### src/rtl/ps2_key_serializer.sv
// Turns hps_io keyboard event words into a device-side PS/2 set-2 serial
// stream. Each event expands to 1-3 scancode bytes (E0 / F0 prefixes). The
// bytes are buffered in a small FIFO and clocked out as 11-bit frames. The
// block backs off whenever the host holds the clock line low.
module ps2_key_serializer #(
    parameter int CLK_HZ     = 28636000,
    parameter int PS2_HZ     = 12000,
    parameter int FIFO_DEPTH = 16
) (
    input  logic        clk_sys,
    input  logic        reset_n,
    input  logic [10:0] ps2_key,
    input  logic        ps2_clk_in,
    input  logic        ps2_data_in,
    output logic        ps2_clk_out,
    output logic        ps2_data_out,
    output logic        busy,
    output logic        overflow
);

    localparam int T  = CLK_HZ / PS2_HZ;
    localparam int H  = T / 2;
    localparam int PW = $clog2(T);
    localparam int AW = $clog2(FIFO_DEPTH);
    localparam int CW = AW + 1;

    localparam logic [PW-1:0] PH_T_END = PW'(T - 1);
    localparam logic [PW-1:0] PH_H_END = PW'(H - 1);

    typedef enum logic [2:0] {
        ST_IDLE,
        ST_BIT_HI,
        ST_BIT_LO,
        ST_ABORT,
        ST_GAP
    } tx_state_t;

    // ------------------------------------------------------------------
    // Line synchronizers. The data line has no consumer yet. It is kept
    // synchronized so a later status path can tap it directly.
    // ------------------------------------------------------------------
    logic [1:0] clk_sync;
    logic [1:0] dat_sync;
    logic       clk_s;
    logic       data_s_unused;

    // Two-flop synchronizers. They idle high, which is the released-line level.
    always_ff @(posedge clk_sys or negedge reset_n) begin
        if (!reset_n) begin
            clk_sync <= 2'b11;
            dat_sync <= 2'b11;
        end else begin
            clk_sync <= {clk_sync[0], ps2_clk_in};
            dat_sync <= {dat_sync[0], ps2_data_in};
        end
    end

    assign clk_s         = clk_sync[1];
    assign data_s_unused = dat_sync[1];

    // ------------------------------------------------------------------
    // Event detect and the 1-deep pending slot
    // ------------------------------------------------------------------
    logic       tog_q;
    logic       init_q;
    logic       key_evt;
    logic       pend_vld;
    logic       pend_pressed;
    logic       pend_ext;
    logic [7:0] pend_code;
    logic       seq_start;

    // The first cycle after reset only captures the toggle level. This stops
    // a stale strobe from looking like a new key event.
    assign key_evt = !init_q && (ps2_key[10] != tog_q);

    // Track the toggle level. Latch a new event, or overwrite an unconsumed one.
    always_ff @(posedge clk_sys or negedge reset_n) begin
        if (!reset_n) begin
            tog_q        <= 1'b0;
            init_q       <= 1'b1;
            pend_vld     <= 1'b0;
            pend_pressed <= 1'b0;
            pend_ext     <= 1'b0;
            pend_code    <= 8'h00;
        end else begin
            init_q <= 1'b0;
            tog_q  <= ps2_key[10];
            if (seq_start)
                pend_vld <= 1'b0;
            if (key_evt) begin
                pend_vld     <= 1'b1;
                pend_pressed <= ps2_key[9];
                pend_ext     <= ps2_key[8];
                pend_code    <= ps2_key[7:0];
            end
        end
    end

    // ------------------------------------------------------------------
    // Push sequencer: E0? F0? code, one byte per cycle
    // ------------------------------------------------------------------
    logic          seq_act;
    logic          seq_e0;
    logic          seq_f0;
    logic [7:0]    seq_code;
    logic          cur_e0;
    logic          cur_f0;
    logic [7:0]    cur_code;
    logic [1:0]    need;
    logic [CW-1:0] cnt;
    logic [CW-1:0] free_cnt;
    logic          fits;
    logic          wr_en;
    logic [7:0]    wr_data;

    // When idle, the sequencer reads the pending slot directly. The first
    // byte can then go out in the same cycle the event is accepted.
    always_comb begin
        cur_e0    = seq_act ? seq_e0   : pend_ext;
        cur_f0    = seq_act ? seq_f0   : !pend_pressed;
        cur_code  = seq_act ? seq_code : pend_code;
        need      = 2'd1 + {1'b0, cur_e0} + {1'b0, cur_f0};
        free_cnt  = CW'(FIFO_DEPTH) - cnt;
        fits      = free_cnt >= CW'(need);
        seq_start = !seq_act && pend_vld;
        wr_en     = seq_act || (seq_start && fits);
        wr_data   = cur_e0 ? 8'hE0 : (cur_f0 ? 8'hF0 : cur_code);
    end

    // Step through the remaining prefixes. Drop any event that does not fit whole.
    always_ff @(posedge clk_sys or negedge reset_n) begin
        if (!reset_n) begin
            seq_act  <= 1'b0;
            seq_e0   <= 1'b0;
            seq_f0   <= 1'b0;
            seq_code <= 8'h00;
            overflow <= 1'b0;
        end else begin
            if (wr_en) begin
                seq_act  <= cur_e0 || cur_f0;
                seq_e0   <= 1'b0;
                seq_f0   <= cur_e0 && cur_f0;
                seq_code <= cur_code;
            end
            if (seq_start && !fits)
                overflow <= 1'b1;
        end
    end

    // ------------------------------------------------------------------
    // Byte FIFO
    // ------------------------------------------------------------------
    logic [7:0]    mem [FIFO_DEPTH];
    logic [AW-1:0] wr_ptr;
    logic [AW-1:0] rd_ptr;
    logic          pop;
    logic          fifo_empty;
    logic [7:0]    head;
    logic [10:0]   frame;

    // Storage array. A write never hits the head while a frame is using it.
    always_ff @(posedge clk_sys) begin
        if (wr_en)
            mem[wr_ptr] <= wr_data;
    end

    // Pointers and occupancy. A push and a pop in the same cycle are both honoured.
    always_ff @(posedge clk_sys or negedge reset_n) begin
        if (!reset_n) begin
            wr_ptr <= '0;
            rd_ptr <= '0;
            cnt    <= '0;
        end else begin
            if (wr_en)
                wr_ptr <= wr_ptr + 1'b1;
            if (pop)
                rd_ptr <= rd_ptr + 1'b1;
            case ({wr_en, pop})
                2'b10:   cnt <= cnt + 1'b1;
                2'b01:   cnt <= cnt - 1'b1;
                default: cnt <= cnt;
            endcase
        end
    end

    assign fifo_empty = (cnt == '0);
    assign head       = mem[rd_ptr];
    // Frame bit order: stop, odd parity, data MSB..LSB, start.
    assign frame      = {1'b1, ~^head, head, 1'b0};

    // ------------------------------------------------------------------
    // Transmit FSM
    // ------------------------------------------------------------------
    tx_state_t     state_q, state_d;
    logic [PW-1:0] ph_q, ph_d;
    logic [3:0]    idx_q, idx_d;
    logic          lap_q, lap_d;
    logic          clk_drv;
    logic          dat_drv;

    // State register. The phase counter is too narrow for 2T, so GAP runs
    // two T-long laps.
    always_ff @(posedge clk_sys or negedge reset_n) begin
        if (!reset_n) begin
            state_q <= ST_IDLE;
            ph_q    <= '0;
            idx_q   <= '0;
            lap_q   <= 1'b0;
        end else begin
            state_q <= state_d;
            ph_q    <= ph_d;
            idx_q   <= idx_d;
            lap_q   <= lap_d;
        end
    end

    // Next state and line drive. Every state change reloads the phase counter.
    always_comb begin
        state_d = state_q;
        ph_d    = ph_q + 1'b1;
        idx_d   = idx_q;
        lap_d   = lap_q;
        pop     = 1'b0;
        clk_drv = 1'b1;
        dat_drv = 1'b1;
        case (state_q)
            ST_IDLE: begin
                // In IDLE the phase counter counts consecutive clock-high
                // cycles and saturates at T-1.
                if (!clk_s) begin
                    ph_d = '0;
                end else if (ph_q == PH_T_END) begin
                    ph_d = ph_q;
                    if (!fifo_empty) begin
                        state_d = ST_BIT_HI;
                        ph_d    = '0;
                        idx_d   = '0;
                    end
                end
            end
            ST_BIT_HI: begin
                // Let go of data in the same cycle the host inhibit is seen.
                dat_drv = clk_s ? frame[idx_q] : 1'b1;
                if (!clk_s) begin
                    state_d = ST_ABORT;
                    ph_d    = '0;
                end else if (ph_q == PH_H_END) begin
                    state_d = ST_BIT_LO;
                    ph_d    = '0;
                end
            end
            ST_BIT_LO: begin
                clk_drv = 1'b0;
                dat_drv = frame[idx_q];
                if (ph_q == PH_H_END) begin
                    ph_d = '0;
                    if (idx_q == 4'd10) begin
                        pop     = 1'b1;
                        state_d = ST_GAP;
                        lap_d   = 1'b0;
                    end else begin
                        idx_d   = idx_q + 1'b1;
                        state_d = ST_BIT_HI;
                    end
                end
            end
            ST_ABORT: begin
                // The head byte stays queued. It is resent from the start bit.
                state_d = ST_GAP;
                ph_d    = '0;
                lap_d   = 1'b0;
            end
            ST_GAP: begin
                if (ph_q == PH_T_END) begin
                    ph_d = '0;
                    if (lap_q) begin
                        state_d = ST_IDLE;
                        lap_d   = 1'b0;
                    end else begin
                        lap_d = 1'b1;
                    end
                end
            end
            default: begin
                state_d = ST_IDLE;
                ph_d    = '0;
            end
        endcase
    end

    assign ps2_clk_out  = clk_drv;
    assign ps2_data_out = dat_drv;
    assign busy         = !fifo_empty || (state_q != ST_IDLE);

endmodule

### config.mk
export PLATFORM = sky130hd
export DESIGN_NAME = ps2_key_serializer
export DESIGN_NICKNAME = d
export VERILOG_FILES = /design/src/rtl/ps2_key_serializer.sv
export SDC_FILE = /design/constraint.sdc
export NUM_CORES = 1
export LEC_CHECK = 0
export BUFFER_PORTS_ARGS = -buffer_cell sky130_fd_sc_hd__buf_2
export CORE_ASPECT_RATIO = 1.5
export CORE_MARGIN = 8
export CORE_UTILIZATION = 40
export DETAILED_ROUTE_END_ITERATION = 12
export GPL_ROUTABILITY_DRIVEN = 0
export HOLD_SLACK_MARGIN = 0.08
export PLACE_DENSITY = 0.63
export SYNTH_ARGS = -nofsm -noshare
export SYNTH_HDL_FRONTEND = slang
export SYNTH_SLANG_ARGS = --single-unit
### constraint.sdc
create_clock -name clk_sys -period 3.3 [get_ports clk_sys]
set_clock_uncertainty 0.2 [all_clocks]
set_input_delay 0.33 -clock clk_sys [delete_from_list [all_inputs] [get_ports clk_sys]]
set_output_delay 0.33 -clock clk_sys [all_outputs]
set_load 0.02 [all_outputs]
==> out/metrics.cfg <==
[outcome]
status=finished clean

[logic_synthesis]
synthFlopType=edfxtp_1
netlist_area_um2=8210
ys.warnings.count=0
synthCells=548
yosysMostFrequentCell=edfxtp_1
synthTopCellsByCount=edfxtp_1 (128), dfrtp_1 (56), nor2_1 (44)
postSynthNetCount=584
netlist_top_cells_area=edfxtp_1 (47%), dfrtp_1 (17%), mux4_2 (8.8%)
ys_types=55
yosysSeqAreaShare=0.6484
synth_seq_cells=187
synthArstFlopShare=0.3155
avgSynthCellArea_um2=14.98
synth_top_area_cell=edfxtp_1
synth-edff-count=128
synth_top_area_frac=0.4681

[clock_tree]
htreeDepth=4
cts.sinks=187
clk_pin_slew_ns=0.07
cts_tree=built
clock_latency_ns=0.43
ctsLongestPathBuffers=2
root_buffer=clkbuf_16
numCtsBuffers=17

[drt]
drc=0
vias=4592
antenna_left=0
dr.pass1.iters=4
postRouteWirelength_mm=16.16
viasPerCell=5.165
drt_iter0_markers=314
wl_per_cell_um=18.18

[global_route]
grt_pass1_wl_mm=25.67
grt.overflow.total=0
antenna_found_initial=0
grt_use_total=0.1301
grt_pass1_vias=4910
grt_max_degree=32

[floorplan]
die_h_um=191.5
start_util=0.4053
num_rows=64
core_um2=20260
dieWidth_um=133.0
io_pins=19
die-area_um2=25460

[placement]
pre_cts_ws_ns=-0.01904
placed_cell_area_um2=8772
dp_hpwl_mm=11.15
io_buffers=17

[hold_path]
hold_path.startpoint=clk_sync[0]$_DFF_PN1_
hp-class=reg2reg

[run]
max_cap_viol_count=0

[power]
finalPower_w=0.007131
power_density_nw_per_um2=726.7
leakagePower_nw=3.560
ir_worst_vdd_v=0.0004336

[critical_path]
timing.rr.start=seq_act$_DFFE_PN0P_
end_kind=output port
path_cells=buf_12 > buf_8 > buf_4 > mux4_2 > a22oi_1 > nand2_1 > xnor2_1 > xnor2_1 > xnor2_1 > o21ai_1 > buf_4
critical_path_buf_inv_count=4
start_kind=flop
crit_arrival_ns=2.76
cp.required_ns=2.77
critPathMostFrequentCell=xnor2_1
cp-startpoint=rd_ptr[0]$_DFFE_PN0P_
worst-path-max-fanout=8
max_stage_delay_ns=0.48
critPathTopFamily=buffers and inverters
slowest_stage=mux4_2
critPathKind=reg2out

[sta]
slew_viol_final=0
relSlewSlack=0.3531
timing.hold.ws_ns=0.1615
fmax_mhz=303.6
worst_slack_ns=0.006471
final-setup-viol-count=0
hold_violations=0
tightest_slew_ns=0.9668
finalCritPeriodShare=0.9980
rsz0062_at_grt=true
layout_min_cycle_time_ns=3.294

[layout]
syn_to_final_growth_pct=19.52
drive_above_1_share=0.2704
fin_nets=648
fillCellCount=1697
diodes=0
postLayoutCellArea_um2=9813

## worst reg2reg max path: stages, from the launching register on
cell and delay [ns]:
dfrtp_2 0.44, nand2b_4 0.16, ha_1 0.27, inv_1 0.04
ha_1 0.26, o21ai_1 0.12, nand4b_1 0.14, a21o_1 0.23
inv_2 0.08, ha_4 0.16, inv_1 0.07, fa_2 0.36
inv_1 0.07, a21o_1 0.12, a21oi_1 0.07, xnor2_1 0.12
nor2_1 0.11, xnor2_1 0.12
## through the flow
stage / TNS [ns] / std cells / utilization
after CTS: -0.03333 / 881 / 0.4756
final: 0 / 889 / 0.4844
after floorplan: 0 / 548 / -
after detailed placement: -0.01904 / 833 / 0.4330
after global placement: 0 / 833 / 0.4330
after global routing: -0.2106 / 889 / 0.4844
## logic make-up (layout without fill, tap and decap cells)
kind of cell / after synthesis / after routing / synth area share
AND/OR/NAND/NOR: 143 / 143 / 0.08656
XOR/XNOR: 29 / 29 / 0.03094
adder cells (fa/ha/maj): 21 / 21 / 0.03292
buffers and inverters: 41 / 118 / 0.02088
multiplexers: 68 / 68 / 0.1349
other: 1 / 1 / 0.0004567
flip-flops: 187 / 187 / 0.6484
AO/OA/AOI/OAI: 58 / 58 / 0.04496
## path summary, 6_finish.rpt
path / cells after the start / slack (ns) / endpoint
hold / removal: 0 / 0.16 / clk_sync[1]$_DFF_PN1_
max in group asynchronous: 3 / 1.90 / init_q$_DFF_PN1_
min in group asynchronous: 2 / 0.24 / idx_q[2]$_DFFE_PN0P_
setup / recovery: 11 / 0.006 / ps2_data_out
setup reg to reg: 17 / 0.09 / cnt[4]$_DFFE_PN0P_
hold reg to reg: 0 / 0.16 / clk_sync[1]$_DFF_PN1_
## state kept, by name, indices dropped and copies added, names as in the netlist, 3 cells and up
signal     flops
cnt            5
ph_q          12
rd_ptr         4
idx_q          4
pend_code      8
mem          128
wr_ptr         4
state_q        3
seq_code       8
## placed cells by master, fill, tap and decap left out, types with 10 or more instances in the layout
master / Yosys / layout
mux2i_1: 15 / 11
nor2_1: 44 / 35
xnor2_1: 20 / 20
dlygate4sd3_1: 0 / 13
a21oi_1: 12 / 11
dfrtp_1: 56 / 54
o21ai_0: 14 / 12
mux4_2: 32 / 32
edfxtp_1: 128 / 128
clkbuf_16: 0 / 18
ha_1: 20 / 19
buf_2: 5 / 16
mux2_2: 14 / 14
buf_4: 1 / 32
inv_1: 20 / 19
nand3_1: 10 / 10
nand2_1: 41 / 39
## final cells by class
class	instances	area, um2	share of cell area
sequential	187	5326	0.5428
multi-input combinational	320	2839	0.2893
timing repair buffer	66	550.5	0.05610
clock buffer	17	425.4	0.04335
tap	264	330.3	0.03366
clock inverter	15	266.5	0.02716
inverter	20	75.07	0.007650
## per-layer routing
layer / global-route usage / part of all wire / up-vias
met2: 0.2417 / 0.56 / 60
li1: - / - / 2168
met5: 0 / 0 / -
met1: 0.1391 / 0.39 / 2342
met3: 0.02420 / 0.026 / 22
met4: 0.06138 / 0.023 / 0
## timing repair
action	in CTS	in global routing
gates cloned	0	1
hold buffers	13	0
pin swaps	2	12
setup buffers	3	7
endpoints found under the setup margin	2	59
resized for setup	6	25
hold endpoints to repair	33	0
## power by group
group / total (W) / switching [W] / internal, W / leakage [nW]
combinational: 0.00144 / 0.000886 / 0.000552 / 1.32
sequential: 0.00333 / 0.000190 / 0.00314 / 1.90
clock: 0.00236 / 0.000863 / 0.00150 / 0.336
total: 0.00713 / 0.00194 / 0.00519 / 3.56
Note: power is estimated with default switching activity, not from simulation.
